File: config.mk
export PLATFORM = sky130hd
export DESIGN_NAME = spi_master_param
export DESIGN_NICKNAME = d
export VERILOG_FILES = /design/src/rtl/spi_master_param.sv
export SDC_FILE = /design/constraint.sdc
export NUM_CORES = 1
export LEC_CHECK = 0
export CAP_MARGIN = 20
export CELL_PAD_IN_SITES_DETAIL_PLACEMENT = 0
export CELL_PAD_IN_SITES_GLOBAL_PLACEMENT = 1
export CORE_AREA = 2 2 125 90
export DETAILED_ROUTE_END_ITERATION = 10
export DIE_AREA = 0 0 127 92
export GPL_TIMING_DRIVEN = 0
export PLACE_DENSITY = 0.64
export SLEW_MARGIN = 20
export SYNTH_ARGS = -nofsm -noshare
export SYNTH_HDL_FRONTEND = slang
export SYNTH_SLANG_ARGS = --single-unit
File: constraint.sdc
create_clock -name MasterCLK -period 4.7 [get_ports MasterCLK]
set_input_delay 0.94 -clock MasterCLK [delete_from_list [all_inputs] [get_ports MasterCLK]]
set_output_delay 0.94 -clock MasterCLK [all_outputs]
set_load 0.02 [all_outputs]
File: src/rtl/spi_master_param.sv
// Parametrised SPI master: DATA_WIDTH-bit MSB-first words, NUM_CS selects, runtime mode/divider, CS hold.
// Optional macro SPI_LOOPBACK_EN adds LoopbackRegister to feed internal MOSI back into the RX path.
module spi_master_param #(
    parameter int DATA_WIDTH   = 8,
    parameter int NUM_CS       = 1,
    parameter int DIV_WIDTH    = 8,
    parameter int CS_IDX_WIDTH = 1
) (
    input  logic                    MasterCLK,
    input  logic                    Reset,
    input  logic                    SPI_EnableRegister,
    input  logic [DIV_WIDTH-1:0]    ClockDividerRegister,
    input  logic [1:0]              ModeRegister,
    input  logic [CS_IDX_WIDTH-1:0] CS_SelectRegister,
    input  logic                    CS_HoldRegister,
    input  logic                    EnableDataWriteRegister,
    input  logic [DATA_WIDTH-1:0]   OutputDataRegister,
`ifdef SPI_LOOPBACK_EN
    input  logic                    LoopbackRegister,
`endif
    input  logic                    SPI_MISO,
    output logic                    BussyDataWriteRegister,
    output logic                    EnableDataReadRegister,
    output logic [DATA_WIDTH-1:0]   InputDataRegister,
    output logic                    SPI_CLK,
    output logic [NUM_CS-1:0]       SPI_CS,
    output logic                    SPI_MOSI
);

    localparam int EDGE_W = $clog2(2 * DATA_WIDTH);
    localparam logic [EDGE_W-1:0] LAST_EDGE = EDGE_W'(2 * DATA_WIDTH - 1);
    localparam logic [CS_IDX_WIDTH:0] CS_LIMIT = (CS_IDX_WIDTH + 1)'(NUM_CS);

    typedef enum logic [2:0] {IDLE, SETUP, SHIFT, HOLD, DONE} state_t;

    state_t                  state_reg;
    logic [DIV_WIDTH-1:0]    cnt_reg;
    logic [DIV_WIDTH-1:0]    div_reg;
    logic [EDGE_W-1:0]       edge_reg;
    logic [DATA_WIDTH-1:0]   tx_reg;
    logic [DATA_WIDTH-1:0]   rx_reg;
    logic [DATA_WIDTH-1:0]   rd_data_reg;
    logic                    cpol_reg;
    logic                    cpha_reg;
    logic [NUM_CS-1:0]       sel_reg;
    logic [NUM_CS-1:0]       cs_reg;
    logic                    sclk_reg;
    logic                    mosi_reg;
    logic                    busy_reg;
    logic                    rd_pulse_reg;

    logic [NUM_CS-1:0]       sel_mask;
    logic                    cs_valid;
    logic                    tick;
    logic                    sample_edge;
    logic                    rx_bit;

    // Active-low one-hot decode of the requested slave index.
    for (genvar gi = 0; gi < NUM_CS; gi++) begin : g_sel
        assign sel_mask[gi] = ({1'b0, CS_SelectRegister} != (CS_IDX_WIDTH + 1)'(gi));
    end

    assign cs_valid = ({1'b0, CS_SelectRegister} < CS_LIMIT);
    assign tick     = (cnt_reg == '0);
    // edge_reg counts completed edges, so an even count means the upcoming edge is odd.
    assign sample_edge = (~edge_reg[0]) ^ cpha_reg;

`ifdef SPI_LOOPBACK_EN
    assign rx_bit = LoopbackRegister ? mosi_reg : SPI_MISO;
`else
    assign rx_bit = SPI_MISO;
`endif

    always_ff @(posedge MasterCLK or posedge Reset) begin
        if (Reset) begin
            state_reg    <= IDLE;
            cnt_reg      <= '0;
            div_reg      <= '0;
            edge_reg     <= '0;
            tx_reg       <= '0;
            rx_reg       <= '0;
            rd_data_reg  <= '0;
            cpol_reg     <= 1'b0;
            cpha_reg     <= 1'b0;
            sel_reg      <= '1;
            cs_reg       <= '1;
            sclk_reg     <= 1'b0;
            mosi_reg     <= 1'b1;
            busy_reg     <= 1'b0;
            rd_pulse_reg <= 1'b0;
        end else begin
            rd_pulse_reg <= 1'b0;
            if (!SPI_EnableRegister) begin
                state_reg <= IDLE;
                cs_reg    <= '1;
                sclk_reg  <= cpol_reg;
                mosi_reg  <= 1'b1;
                busy_reg  <= 1'b0;
            end else begin
                case (state_reg)
                    IDLE: begin
                        mosi_reg <= 1'b1;
                        sclk_reg <= ModeRegister[1];
                        cpol_reg <= ModeRegister[1];
                        if (EnableDataWriteRegister && cs_valid) begin
                            state_reg <= SETUP;
                            busy_reg  <= 1'b1;
                            tx_reg    <= OutputDataRegister;
                            cpha_reg  <= ModeRegister[0];
                            div_reg   <= ClockDividerRegister;
                            cnt_reg   <= ClockDividerRegister;
                            edge_reg  <= '0;
                            sel_reg   <= sel_mask;
                            // A CS held low for another slave is released for one cycle first.
                            cs_reg    <= (cs_reg != '1 && cs_reg != sel_mask) ? '1 : sel_mask;
                            if (!ModeRegister[0]) begin
                                mosi_reg <= OutputDataRegister[DATA_WIDTH-1];
                            end
                        end else if (!CS_HoldRegister) begin
                            cs_reg <= '1;
                        end
                    end
                    SETUP: begin
                        cs_reg <= sel_reg;
                        if (tick) begin
                            cnt_reg   <= div_reg;
                            state_reg <= SHIFT;
                        end else begin
                            cnt_reg <= cnt_reg - 1'b1;
                        end
                    end
                    SHIFT: begin
                        if (tick) begin
                            cnt_reg  <= div_reg;
                            sclk_reg <= ~sclk_reg;
                            edge_reg <= edge_reg + 1'b1;
                            if (sample_edge) begin
                                rx_reg <= {rx_reg[DATA_WIDTH-2:0], rx_bit};
                            end else if (cpha_reg) begin
                                mosi_reg <= tx_reg[DATA_WIDTH-1];
                                tx_reg   <= tx_reg << 1;
                            end else begin
                                mosi_reg <= (edge_reg == LAST_EDGE) ? 1'b1 : tx_reg[DATA_WIDTH-2];
                                tx_reg   <= tx_reg << 1;
                            end
                            if (edge_reg == LAST_EDGE) begin
                                state_reg <= HOLD;
                            end
                        end else begin
                            cnt_reg <= cnt_reg - 1'b1;
                        end
                    end
                    HOLD: begin
                        if (tick) begin
                            if (!CS_HoldRegister) begin
                                cs_reg <= '1;
                            end
                            state_reg <= DONE;
                        end else begin
                            cnt_reg <= cnt_reg - 1'b1;
                        end
                    end
                    DONE: begin
                        state_reg    <= IDLE;
                        busy_reg     <= 1'b0;
                        rd_data_reg  <= rx_reg;
                        rd_pulse_reg <= 1'b1;
                        mosi_reg     <= 1'b1;
                    end
                    default: begin
                        state_reg <= IDLE;
                    end
                endcase
            end
        end
    end

    assign BussyDataWriteRegister = busy_reg;
    assign EnableDataReadRegister = rd_pulse_reg;
    assign InputDataRegister      = rd_data_reg;
    assign SPI_CLK                = sclk_reg;
    assign SPI_CS                 = cs_reg;
    assign SPI_MOSI               = mosi_reg;

endmodule
==> flow_summary.ini, run 1 <==
[run_status]
run_status = completed

[clocking]
cts_sinks = 55
cts_tree = done
cts_max_level = 2
cts_buffers = 5
clk_latency_ns = 0.30
path_clk_slew_ns = 0.07
post_cts.repair.setup_buffers = 0
cts_root_buf = clkbuf_16
cts_hold_buf = 0
clock_path_buffers = 2
cts-resized-gates = 0

[pwr]
ir_drop_uv = 211
power_density_mw_per_mm2 = 506
seqPwrFrac_pct = 39.9
clock_power_share_pct = 21.2
switching_share_pct = 35.6
power_frac_comb_pct = 39.0
p_leak_uw = 0.00150
p_int_uw = 1160
p_sw_uw = 644
power_uw = 1810

[critical_path]
slowest_delay_ns = 0.68
crit_slowest_cell = clkdlybuf4s50_1
cp_data_arrival_time_ns = 3.00
crit_path_cell_trace = clkdlybuf4s50_1 -> nand2b_1 -> or4_1 -> buf_6 -> mux2_4
criticalPathCategory = in2reg
crit_fanout = 9
end_kind = flop
cp-start-kind = input pin
required_ns = 4.88

[floorplanning]
start_util_pct = 27.0
die_h_um = 92
die_area_mm2 = 0.0117
die_w_um = 127
std_cell_rows = 32
ioPinCount = 38
coreArea_mm2 = 0.0107

[place]
pre_cts_slack_ns = 1.56
postPlaceCellArea_mm2 = 0.00342
port_buffers = 37
gp_congestion = 0.776
dp_hpwl_um = 4620

[cells_and_area]
areaGrowthSynthToFinish_pct = 24.0
fin_area_mm2 = 0.00357
layout.nets = 323
drive_above_1_share_pct = 25.3
antenna_cells = 0

[yosys]
ys_ff_latch = 55
syn_inst = 251
synth-edff-count = 0
synth_cell_type_count = 60
ys.flop_type = dfrtp_1
ys_warn_count = 0
yosysTopAreaCell = dfrtp_1
synthDominantCellAreaShare_pct = 45.2
synth.area.top_cells = dfrtp_1 45%, mux2_2 14%, mux2_4 4.2%
syn_area_mm2 = 0.00288
synth_nets = 279
postSynthAreaPerCell_um2 = 11.5
ys_seq_area_share_pct = 48.0
async_reset_ff_share_pct = 100

[timing]
hold_viol = 0
fin_crit_ns = 2.82
setup_tns_ns = 0
setup_ws_ns = 1.88
finalMaxSlewViolations = 0
setup_viol = 0
rsz0062_at_grt = false
fmax_mhz = 355
fin_crit_sh_pct = 59.9
tightest_slew_ns = 0.883
whs_ns = 0.505
slew_headroom_pct = 39.6
finalClockSkew_ns = 0.00943

[grt]
grt_usage_pct = 12.3
antenna_found_initial = 0
grt_use_met1_pct = 18.0
grt_pass1_wl_um = 11200
grt.busiest_layer = met1
grtUsageMet3_pct = 3.15
grt_overflow = 0
grt_max_degree = 56
grt_use_met2_pct = 17.7
grt_pass1_vias = 2103

[routing]
drt-total-wl_um = 6560
routed_via_density = 4.77
drt_iter0_drc = 117
firstDrtPassIters = 4
wire_per_inst_um = 15.2
drc = 0
vias = 2061
postRouteAntennaNets = 0

[flow_run]
drv_cap = 0

[worst_hold_path]
hp-class = reg2reg
[critical path, delay by kind of cell]
kind,cells,cell delay [ns]
buffers and inverters,2,0.86
muxes,1,0.30
and+or+nand+nor,2,0.89
[synthesized netlist by cell type (2+ instances only)]
cell	n
nand2b_1	5
inv_1	8
a22oi_1	4
nor4_4	2
nor3_1	2
nor2_1	12
mux2_2	36
ha_1	3
clkbuf_1	9
nand2_1	14
mux2_4	8
a31oi_1	3
nor2b_1	2
buf_2	4
o211ai_1	2
a22o_2	2
or2_2	2
nor3b_1	3
and2_1	2
o21ai_0	15
nand3_1	6
a21oi_1	9
o211a_1	2
a2111oi_0	3
dfstp_2	3
dfrtp_1	52
mux2i_1	2
and3_1	3
a221oi_1	2
[metal layers]
metal / part of all wire (%) / routed length, µm / vias up
met5: 0 / 0 / -
li1: - / - / 1009
met1: 54 / 3540 / 1013
met4: 1.2 / 78 / 0
met2: 41 / 2710 / 32
met3: 3.6 / 238 / 7
[cell usage in the layout, fill, tap and decap left out, drive strengths merged, types with 3 or more instances in the layout]
| cell type | netlist | routed |
|---|---|---|
| and3 | 3 | 3 |
| nor3b | 4 | 4 |
| a21oi | 10 | 10 |
| buf | 6 | 6 |
| nand2b | 5 | 5 |
| o21ai | 15 | 15 |
| clkdlybuf4s50 | 0 | 37 |
| nor4 | 3 | 3 |
| nand3 | 6 | 6 |
| nand2 | 15 | 15 |
| a31oi | 3 | 3 |
| inv | 8 | 8 |
| clkbuf | 9 | 16 |
| nor2 | 13 | 13 |
| a2111oi | 3 | 3 |
| a22oi | 4 | 4 |
| mux2 | 44 | 44 |
| ha | 3 | 3 |
| dfrtp | 52 | 52 |
| dfstp | 3 | 3 |
| a22o | 3 | 3 |
[logic make-up after synthesis]
kind of cell	share of synthesized area, %
and+or+nand+nor	13.4
adders and majority gates	1.30
buffers and inverters	3.57
DFF	48.0
xor gates and xnor gates	0.609
AOI/OAI and AO/OA	14.2
muxes	19.0
[path summary, 6_finish.rpt]
path | start | end | slack (ns) | cells past startpoint
setup / recovery | SPI_EnableRegister | rx_reg[0] | 1.88 | 5
hold / removal | tx_reg[0] | tx_reg[0] | 0.51 | 1
setup reg to reg | cnt_reg[0] | tx_reg[2] | 2.18 | 8
hold reg to reg | tx_reg[0] | tx_reg[0] | 0.51 | 1
min in group asynchronous | Reset | rx_reg[7] | 1.12 | 2
max in group asynchronous | Reset | SPI_CLK | 3.12 | 2
[power groups by stage]
stage | registers (µW) | logic [µW] | clock network [µW]
after floorplan | 718 | 519 | 0
after global placement | 724 | 697 | 0
after detailed placement | 727 | 708 | 0
after CTS | 719 | 709 | 403
after global routing | 741 | 790 | 421
final | 720 | 703 | 382
[through the flow]
stage | util, % | instances
4_1_cts | 33.5 | 432
2_1_floorplan | - | 251
3_5_place_dp | 32.1 | 424
6_report | 33.5 | 432
5_1_grt | 33.5 | 432
3_3_place_gp | 32.1 | 424
[final cells by class]
type	instances	area [µm²]
fillers	1087	7080
plain buffers	15	72.6
well taps	136	170
inverters	8	32.5
multi-input cells	173	1400
clock inverters	1	5.00
repair buffers	37	370
flip-flops and latches	55	1380
clock buffers	7	143
Power figures use the tool's default switching activity.
==> run 2: changes to the inputs <==
--- a/config.mk
+++ b/config.mk
@@ -12,7 +12,7 @@
 export DETAILED_ROUTE_END_ITERATION = 10
 export DIE_AREA = 0 0 127 92
 export GPL_TIMING_DRIVEN = 0
-export PLACE_DENSITY = 0.64
+export PLACE_DENSITY = 0.66
 export SLEW_MARGIN = 20
 export SYNTH_ARGS = -nofsm -noshare
 export SYNTH_HDL_FRONTEND = slang
==> constraint.sdc (replaced) <==
create_clock -name MasterCLK -period 2.3 [get_ports MasterCLK]
set_input_delay 0.46 -clock MasterCLK [delete_from_list [all_inputs] [get_ports MasterCLK]]
set_output_delay 0.46 -clock MasterCLK [all_outputs]
set_load 0.02 [all_outputs]
==> run 2 against run 1 <==
Sequential cell count is the same. Sequential share of layout area decreased by 1.2 points. Clock power is 100% higher. Power grew 110%. Largest cell class unchanged. Global-route usage is 0.35 points lower. Count of clock-buffer cells in the layout is the same. Critical path depth grew 2. Sequential power grew 110%. Utilization is 1.1 points higher. Combinational power rose by 110%. Critical path type is now reg2reg.
==> flow_summary.ini, run 2 (synthesis results as in run 1) <==
[run_status]
run_status = completed

[critical_path]
rr_endpoint = rx_reg[4]
r2r-start = cnt_reg[0]
crit_path_cell_trace = inv_1 -> ha_1 -> nor3b_4 -> nand2_2 -> or4_1 -> buf_6 -> mux2_4
r2r_setup_slack_ns = 0.09
crit_fanout = 8
slowest_delay_ns = 0.55
cp-start-kind = flop
end_kind = flop
crit_slowest_cell = or4_1
cp_data_arrival_time_ns = 2.38
required_ns = 2.47
criticalPathCategory = reg2reg
r2r_cells = 7

[place]
port_buffers = 37
pre_cts_slack_ns = -0.362
dp_hpwl_um = 4610
gp_congestion = 0.776
placed_cells = 424

[floorplanning]
std_cell_rows = 32
start_util_pct = 27.0
die_h_um = 92
die_w_um = 127
coreArea_mm2 = 0.0107
die_area_mm2 = 0.0117
ioPinCount = 38

[timing]
slew_headroom_pct = 53.8
setup_viol = 0
fmax_mhz = 453
setup_ws_ns = 0.0943
setup_tns_ns = 0
finalClockSkew_ns = 0.00824
hold_viol = 0
fin_crit_ns = 2.21
fin_crit_sh_pct = 95.9
finalMaxSlewViolations = 0
tightest_slew_ns = 0.692

[pwr]
ir_drop_uv = 419
p_leak_uw = 0.00157
power_density_mw_per_mm2 = 1030

[routing]
firstDrtPassIters = 4
postRouteAntennaNets = 0
drt-total-wl_um = 6570
drc = 0
wire_per_inst_um = 15.0
routed_via_density = 4.84
vias = 2119
drt_iter0_drc = 140

[grt]
antenna_found_initial = 0
grt_max_degree = 56
grt_pass1_wl_um = 11100
grt_overflow = 0
grt_usage_pct = 11.9
grt_pass1_vias = 2149

[clocking]
cts_sinks = 55
cts_max_level = 2
cts_buffers = 5
clock_path_buffers = 2
cts_hold_buf = 0
cts_root_buf = clkbuf_16
cts_tree = done
clk_latency_ns = 0.29
path_clk_slew_ns = 0.07

[worst_hold_path]
min_from = tx_reg[5]
hp-class = reg2reg
whs_path_depth = 1
holdPathEnd = tx_reg[5]

[flow_run]
drv_cap = 0

[cells_and_area]
areaGrowthSynthToFinish_pct = 28.1
fin_cells = 438
final_common_cell = dfrtp_1
layout.nets = 329
drive_above_1_share_pct = 29.8
final_cell_mix = 52 x dfrtp_1, 36 x mux2_2, 36 x clkdlybuf4s50_1
antenna_cells = 0
-- run 2: cell count changes in the layout (fill, tap and decap cells not counted), moves of 2 or more --
cell | before | now
nor3b_4 | 0 | 2
buf_4 | 1 | 8
clkbuf_2 | 0 | 2
clkbuf_1 | 10 | 5
-- run 2: what timing repair did --
action	CTS	global route
gates cloned	0	1
gates resized for setup	5	10
pin swaps	2	3
setup buffers	3	6
endpoints found under the setup margin	26	37
-- run 2: layout make-up --
| cell class | instances | area, µm² |
|---|---|---|
| well taps | 136 | 170 |
| inverters | 8 | 32.5 |
| clock inverters | 1 | 5.00 |
| flip-flops and latches | 55 | 1380 |
| multi-input cells | 173 | 1440 |
| plain buffers | 11 | 58.8 |
| clock buffers | 7 | 143 |
| fillers | 1078 | 6960 |
| repair buffers | 47 | 462 |
-- run 2: report_power, final --
group,internal (µW),switching [µW]
combinational,748,749
clock,433,336
sequential,1260,264
total,2440,1350
-- run 2: through the flow --
stage	hold WS [ns]	instance area (µm²)	utilization [%]	total power, µW
3_3_place_gp	0.483	3420	32.1	2900
6_report	0.504	3690	34.6	3790
4_1_cts	0.507	3630	34.0	3770
3_5_place_dp	0.491	3420	32.1	2930
2_1_floorplan	0.475	2880	-	2530
5_1_grt	0.525	3690	34.6	4080
-- run 2: how the worst max path moves through the flow --
stage | depth (start not counted) | slack [ns] | to | from
global route | 7 | -0.006 | rx_reg[0] | cnt_reg[0]
detailed placement | 7 | -0.36 | cnt_reg[2] | SPI_EnableRegister
CTS | 9 | 0.009 | tx_reg[1] | cnt_reg[0]
finish | 7 | 0.09 | rx_reg[4] | cnt_reg[0]
floorplan | 8 | 0.08 | tx_reg[0] | cnt_reg[0]
global placement | 2 | -0.66 | div_reg[4] | Reset
-- run 2: critical path, delay by kind of cell, from the launching register on --
| kind | cells | cell delay [ns] |
|---|---|---|
| adders and majority gates | 1 | 0.20 |
| buffers and inverters | 2 | 0.28 |
| DFF | 1 | 0.39 |
| muxes | 1 | 0.30 |
| and+or+nand+nor | 3 | 0.92 |
-- run 2: layer usage --
metal	up-vias	wire length [µm]	track usage, %
met1	1056	3450	17.6
met5	-	0	0
met2	40	2800	17.7
li1	1021	-	-
met4	0	30	2.47
met3	2	282	2.98
==> variant 1, RTL diff (config.mk and constraints of run 2) <==
`NUM_CS`: 1 -> 2.
--- a/src/rtl/spi_master_param.sv
+++ b/src/rtl/spi_master_param.sv
@@ -2,7 +2,7 @@
 // Optional macro SPI_LOOPBACK_EN adds LoopbackRegister to feed internal MOSI back into the RX path.
 module spi_master_param #(
     parameter int DATA_WIDTH   = 8,
-    parameter int NUM_CS       = 1,
+    parameter int NUM_CS       = 2,
     parameter int DIV_WIDTH    = 8,
     parameter int CS_IDX_WIDTH = 1
 ) (
Interface: changed (resized SPI_CS); port bits go from 38 to 39. The function was not compared with the original's and may differ.
==> variant 1 against run 2 <==
- worst setup slack lost 100 ps
- first-iteration DRC count grew 6.4%
- sequential cell count up 2
- core utilization is 3.9 points higher
- largest cell class unchanged
- wire length rose by 16%
- total power is 31% higher
- the flow now finishes with violations (setup timing)
- via count increased by 12%
- design area grew 11%
- fmax fell by 4.5%
- synthesized area increased by 1.2%
==> variant 1: results (changes against run 2) <==
\begin{tabular}{lr}
\hline
Metric & Value \\
\hline
\multicolumn{2}{l}{\textbf{Placed design}} \\
\quad Placer's final routability congestion estimate & 0.819 (was 0.776) \\
\quad Placed wire-length estimate after detailed placement & 5040 um (was 4610 um) \\
\multicolumn{2}{l}{\textbf{Logic synthesis}} \\
\quad Post-synth net total & 296 (was 279) \\
\quad Synthesized-area fraction occupied by ao, oa, aoi and oai cells & 14.3\% (was 14.2\%) \\
\quad Top cells by count, synth & dfrtp\_1, mux2\_2, o21ai\_0 (unchanged) \\
\quad Synthesized-area fraction occupied by xor and xnor cells & 1.20\% (was 0.609\%) \\
\quad Top cells by area in the synthesized netlist & dfrtp\_1, mux2\_2, dfstp\_2, mux2\_4, o21ai\_0 (was dfrtp\_1, mux2\_2, mux2\_4, dfstp\_2, o21ai\_0) \\
\multicolumn{2}{l}{\textbf{Critical path}} \\
\quad Critical path data arrival time & 2520 ps (was 2380 ps) \\
\quad Reg-to-Reg End & rx\_reg[1] (was rx\_reg[4]) \\
\quad Master of the slowest instance on the critical path & or3b\_4 (was or4\_1) \\
\quad Path depth of the worst reg2reg path & 8 (was 7) \\
\multicolumn{2}{l}{\textbf{STA}} \\
\quad Final hold slack & 440 ps (was 504 ps) \\
\quad Setup violators final & 8 (was 0) \\
\quad Worst setup skew after layout & 8.24 ps (about the same) \\
\quad Crit path setup slack, layout & -8.60 ps (was 94.3 ps) \\
\multicolumn{2}{l}{\textbf{Power}} \\
\quad Proportion of total power due to net switching & 34.4\% (was 35.6\%) \\
\quad Power share of the sequential group & 32.1\% (was 40.3\%) \\
\quad Static Leakage & 1.75 nW (was 1.57 nW) \\
\multicolumn{2}{l}{\textbf{Cells and area}} \\
\quad Number of nets in the layout & 361 (was 329) \\
\quad Fraction of final layout cells sized beyond drive strength 1 & 33.9\% (was 29.8\%) \\
\multicolumn{2}{l}{\textbf{Status}} \\
\quad Violations in the final reports & setup timing \\
\quad Result of the run & finished, violations left (was finished clean) \\
\multicolumn{2}{l}{\textbf{Clock tree}} \\
\quad Num CTS Buffers & 9 (was 5) \\
\multicolumn{2}{l}{\textbf{Global routing}} \\
\quad Via count of the first global-routing pass & 2348 (was 2149) \\
\quad Overall Global Routing Usage & 13.6\% (was 11.9\%) \\
\multicolumn{2}{l}{\textbf{Route}} \\
\quad DRT Wirelength & 7640 um (was 6570 um) \\
\hline
\end{tabular}
[variant 1: cell count changes after synthesis, moves of 3 or more]
cell and change:
nor3_1 +5, a31oi_1 +3, o21ai_0 +6, a22oi_1 -4, nand2b_1 -3, nor2_1 +7, mux2_2 -4, o221ai_1 +3
[variant 1: worst max path at each step]
stage                       startpoint          end  slack, ps  cells after the start
floorplan                   cnt_reg[0]    rx_reg[0]        -50                      9
global placement                 Reset   div_reg[2]       -770                      2
detailed placement  SPI_EnableRegister  edge_reg[3]       -690                      5
CTS                         cnt_reg[5]    rx_reg[6]        -50                      7
global route                cnt_reg[0]    rx_reg[5]        -70                      8
finish                      cnt_reg[0]    rx_reg[1]         -9                      8
[variant 1: area by class of cell]
| cell class | count | area, sq um | share of cell area [%] |
|---|---|---|---|
| multi-input combinational | 186 | 1490 | 36.4 |
| sequential | 57 | 1430 | 35.0 |
| timing repair buffer | 58 | 556 | 13.6 |
| clock buffer | 9 | 225 | 5.50 |
| tap | 136 | 170 | 4.15 |
| clock inverter | 7 | 104 | 2.53 |
| buffer | 13 | 82.6 | 2.02 |
| inverter | 9 | 36.3 | 0.885 |
[variant 1: routing by layer]
metal	part of all wire [%]	routed length [um]	up-vias	track usage (%)
met2	43	3280	86	19.2
met1	49	3770	1154	20.1
met3	6.5	499	8	3.09
met4	1.2	91	0	5.22
met5	0	0	-	0
li1	-	-	1120	-
[variant 1: stage by stage]
stage | instance area [sq um] | std cells | power [W] | utilization (%)
2_1_floorplan | 2930 | 269 | 0.00266 | -
3_3_place_gp | 3480 | 443 | 0.00310 | 32.7
3_5_place_dp | 3500 | 444 | 0.00313 | 32.9
4_1_cts | 3990 | 472 | 0.00481 | 37.4
5_1_grt | 4100 | 475 | 0.00524 | 38.5
6_report | 4100 | 475 | 0.00495 | 38.5
==> variant 2, RTL diff (settings of run 2) <==
Made on the original files. Register the inputs `SPI_EnableRegister`, `ModeRegister`, `CS_SelectRegister`, `CS_HoldRegister`, `EnableDataWriteRegister` and `OutputDataRegister` before use, cleared by the reset. The logic sees them one clock later. The other inputs are not delayed to match.
--- a/src/rtl/spi_master_param.sv
+++ b/src/rtl/spi_master_param.sv
@@ -33,6 +33,31 @@
 
     typedef enum logic [2:0] {IDLE, SETUP, SHIFT, HOLD, DONE} state_t;
 
+    logic SPI_EnableRegister_q;
+    logic [1:0] ModeRegister_q;
+    logic [CS_IDX_WIDTH-1:0] CS_SelectRegister_q;
+    logic CS_HoldRegister_q;
+    logic EnableDataWriteRegister_q;
+    logic [DATA_WIDTH-1:0] OutputDataRegister_q;
+
+    always_ff @(posedge MasterCLK or posedge Reset) begin
+        if (Reset) begin
+            SPI_EnableRegister_q      <= '0;
+            ModeRegister_q            <= '0;
+            CS_SelectRegister_q       <= '0;
+            CS_HoldRegister_q         <= '0;
+            EnableDataWriteRegister_q <= '0;
+            OutputDataRegister_q      <= '0;
+        end else begin
+            SPI_EnableRegister_q      <= SPI_EnableRegister;
+            ModeRegister_q            <= ModeRegister;
+            CS_SelectRegister_q       <= CS_SelectRegister;
+            CS_HoldRegister_q         <= CS_HoldRegister;
+            EnableDataWriteRegister_q <= EnableDataWriteRegister;
+            OutputDataRegister_q      <= OutputDataRegister;
+        end
+    end
+
     state_t                  state_reg;
     logic [DIV_WIDTH-1:0]    cnt_reg;
     logic [DIV_WIDTH-1:0]    div_reg;
@@ -57,10 +82,10 @@
 
     // Active-low one-hot decode of the requested slave index.
     for (genvar gi = 0; gi < NUM_CS; gi++) begin : g_sel
-        assign sel_mask[gi] = ({1'b0, CS_SelectRegister} != (CS_IDX_WIDTH + 1)'(gi));
+        assign sel_mask[gi] = ({1'b0, CS_SelectRegister_q} != (CS_IDX_WIDTH + 1)'(gi));
     end
 
-    assign cs_valid = ({1'b0, CS_SelectRegister} < CS_LIMIT);
+    assign cs_valid = ({1'b0, CS_SelectRegister_q} < CS_LIMIT);
     assign tick     = (cnt_reg == '0);
     // edge_reg counts completed edges, so an even count means the upcoming edge is odd.
     assign sample_edge = (~edge_reg[0]) ^ cpha_reg;
@@ -90,7 +115,7 @@
             rd_pulse_reg <= 1'b0;
         end else begin
             rd_pulse_reg <= 1'b0;
-            if (!SPI_EnableRegister) begin
+            if (!SPI_EnableRegister_q) begin
                 state_reg <= IDLE;
                 cs_reg    <= '1;
                 sclk_reg  <= cpol_reg;
@@ -100,23 +125,23 @@
                 case (state_reg)
                     IDLE: begin
                         mosi_reg <= 1'b1;
-                        sclk_reg <= ModeRegister[1];
-                        cpol_reg <= ModeRegister[1];
-                        if (EnableDataWriteRegister && cs_valid) begin
+                        sclk_reg <= ModeRegister_q[1];
+                        cpol_reg <= ModeRegister_q[1];
+                        if (EnableDataWriteRegister_q && cs_valid) begin
                             state_reg <= SETUP;
                             busy_reg  <= 1'b1;
-                            tx_reg    <= OutputDataRegister;
-                            cpha_reg  <= ModeRegister[0];
+                            tx_reg    <= OutputDataRegister_q;
+                            cpha_reg  <= ModeRegister_q[0];
                             div_reg   <= ClockDividerRegister;
                             cnt_reg   <= ClockDividerRegister;
                             edge_reg  <= '0;
                             sel_reg   <= sel_mask;
                             // A CS held low for another slave is released for one cycle first.
                             cs_reg    <= (cs_reg != '1 && cs_reg != sel_mask) ? '1 : sel_mask;
-                            if (!ModeRegister[0]) begin
-                                mosi_reg <= OutputDataRegister[DATA_WIDTH-1];
-                            end
-                        end else if (!CS_HoldRegister) begin
+                            if (!ModeRegister_q[0]) begin
+                                mosi_reg <= OutputDataRegister_q[DATA_WIDTH-1];
+                            end
+                        end else if (!CS_HoldRegister_q) begin
                             cs_reg <= '1;
                         end
                     end
@@ -152,7 +177,7 @@
                     end
                     HOLD: begin
                         if (tick) begin
-                            if (!CS_HoldRegister) begin
+                            if (!CS_HoldRegister_q) begin
                                 cs_reg <= '1;
                             end
                             state_reg <= DONE;
Function: changed (Yosys sat finds a counterexample within 4 cycles, from zero or initial values and one cycle with Reset high).
==> variant 2 against run 2 <==
- non-clock buffer count is the same
- critical path type unchanged
- design area grew 11%
- worst setup slack lost 6.2 ps
- sequential cell count grew 14
- hold slack lost 26 ps
- die area is the same
- synthesized cell count grew 8.4%
- synthesized area grew 9.5%
- first-iteration DRC count shrank 5.0%
- wire length grew 9.8%
Power is not compared: it rests on default switching activity, and its combinational part moved more than twofold at a synthesized area within 25%.
==> variant 2: results (changes against run 2) <==
\begin{tabular}{lr}
\hline
Metric & Value \\
\hline
\multicolumn{2}{l}{\textbf{Status}} \\
\quad Result of the run & finished clean (unchanged) \\
\multicolumn{2}{l}{\textbf{Clock tree}} \\
\quad Number of H-tree levels & 3 (was 2) \\
\quad Num CTS Buffers & 9 (was 5) \\
\quad Clk\_lat worst skew & 340 ps (was 290 ps) \\
\multicolumn{2}{l}{\textbf{Logic synthesis}} \\
\quad Post-synth net total & 300 (was 279) \\
\quad Top cells by area in the synthesized netlist & dfrtp\_1, mux2\_2, o21ai\_0, mux2\_4, mux2i\_1 (was dfrtp\_1, mux2\_2, mux2\_4, dfstp\_2, o21ai\_0) \\
\quad Mux contribution to synthesized area & 13.7\% (was 19.0\%) \\
\quad Adder-cell share of the synthesized area & 1.19\% (was 1.30\%) \\
\quad Top cells by count, synth & dfrtp\_1, o21ai\_0, nand2\_1 (was dfrtp\_1, mux2\_2, o21ai\_0) \\
\quad Sequential area share after synthesis & 54.9\% (was 48.0\%) \\
\quad Synthesized-area fraction occupied by xor and xnor cells & 0.834\% (was 0.609\%) \\
\quad Cell variety after synth & 54 (was 60) \\
\multicolumn{2}{l}{\textbf{Route}} \\
\quad Iteration-0 DRC Markers & 133 (was 140) \\
\quad WL/cell & 15.4 um (was 15.0 um) \\
\quad Detail-routed via count per cell & 4.96 (was 4.84) \\
\multicolumn{2}{l}{\textbf{Critical path}} \\
\quad Master of the slowest instance on the critical path & or4\_4 (was or4\_1) \\
\quad Critical path data arrival time & 2430 ps (was 2380 ps) \\
\multicolumn{2}{l}{\textbf{Global routing}} \\
\quad Met1 Usage GRT & 19.2\% (was 17.6\%) \\
\quad Met2 track demand over resource & 17.6\% (was 17.7\%) \\
\quad Routing usage on met3 & 4.67\% (was 2.98\%) \\
\quad Wire length of the first global-routing pass & 11700 um (was 11100 um) \\
\quad Via count of the first global-routing pass & 2285 (was 2149) \\
\quad Maximum number of pins on one net before global-route repair & 39 (was 56) \\
\quad Overall Global Routing Usage & 13.3\% (was 11.9\%) \\
\multicolumn{2}{l}{\textbf{Placed design}} \\
\quad Placed wire-length estimate after detailed placement & 4860 um (was 4610 um) \\
\quad Placer's final routability congestion estimate & 0.795 (was 0.776) \\
\multicolumn{2}{l}{\textbf{Cells and area}} \\
\quad Filler cell count in the final layout & 1053 (was 1078) \\
\quad Fraction of final layout cells sized beyond drive strength 1 & 23.1\% (was 29.8\%) \\
\quad Number of nets in the layout & 356 (was 329) \\
\multicolumn{2}{l}{\textbf{STA}} \\
\quad Worst setup skew after layout & 4.20 ps (was 8.24 ps) \\
\quad Slew at the pin with the worst max-slew slack & 673 ps (was 692 ps) \\
\hline
\end{tabular}
variant 2: cell types whose count changed in the layout (fill, tap and decap cells not counted), moves of 4 or more:
cell,run 2,this run
a32oi_1,0,5
clkbuf_16,5,9
mux2_2,36,18
o21ai_0,15,27
mux2i_1,2,11
nor3_1,2,6
nand2_1,14,22
dfrtp_1,52,65
a22o_1,1,5
variant 2: cells by family after synthesis:
| group | count (synthesis) |
|---|---|
| AND/OR/NAND/NOR | 71 |
| flip-flops | 69 |
| AO/OA/AOI/OAI | 68 |
| multiplexers | 37 |
| buffers and inverters | 21 |
| XOR/XNOR | 3 |
| adder cells (fa/ha/maj) | 3 |
variant 2: worst paths after layout:
| kind | cells past startpoint | start | slack [ps] | to |
|---|---|---|---|---|
| worst max-delay path | 7 | cnt_reg[0] | 90 | rx_reg[6] |
| worst max register to register | 7 | cnt_reg[0] | 90 | rx_reg[6] |
| worst min register to register | 2 | tx_reg[3] | 480 | tx_reg[3] |
| max in group asynchronous | 3 | Reset | 1210 | SPI_CS |
| worst min-delay path | 2 | tx_reg[3] | 480 | tx_reg[3] |
| min in group asynchronous | 2 | Reset | 490 | tx_reg[5] |
variant 2: worst min-delay path, cell delays in order (launching register included):
cell and delay [ps]:
dfrtp_1 330, nand2_1 50, o21ai_0 60
variant 2: area by class of cell:
class,count,area share [%]
Sequential cell,69,42.2
Buffer,13,1.62
Clock inverter,3,1.04
Timing Repair Buffer,45,10.8
Multi-Input combinational cell,182,32.8
Tap cell,136,4.15
Clock buffer,13,6.59
Inverter,8,0.793
variant 2: what timing repair did:
action,in CTS,in global routing
resized for setup,5,7
hold buffers,0,0
setup endpoints to repair,18,23
gates cloned,0,0
buffers inserted,5,2
variant 2: stage by stage:
stage	instance area (sq um)	worst slack [ps]	hold slack (ps)	power, W	instances
after floorplan	3150	105	449	0.00165	272
after global placement	3690	-1150	463	0.00178	445
after detailed placement	3710	-231	470	0.00179	446
after CTS	4080	17.5	483	0.00325	467
after global routing	4100	-10.1	490	0.00337	469
final	4100	88.0	478	0.00322	469
variant 2: report_power, final:
part           switching (W)  total [W]  internal, W
registers          0.0000940    0.00142      0.00133
clock network       0.000496    0.00142     0.000925
logic               0.000185   0.000378     0.000194
variant 2: layer usage:
metal / routed length, um / share of wire [%] / vias to the layer above
met2: 2940 / 41 / 70
met4: 151 / 2.1 / 0
met1: 3720 / 52 / 1140
met5: 0 / 0 / -
met3: 400 / 5.6 / 12
li1: - / - / 1103
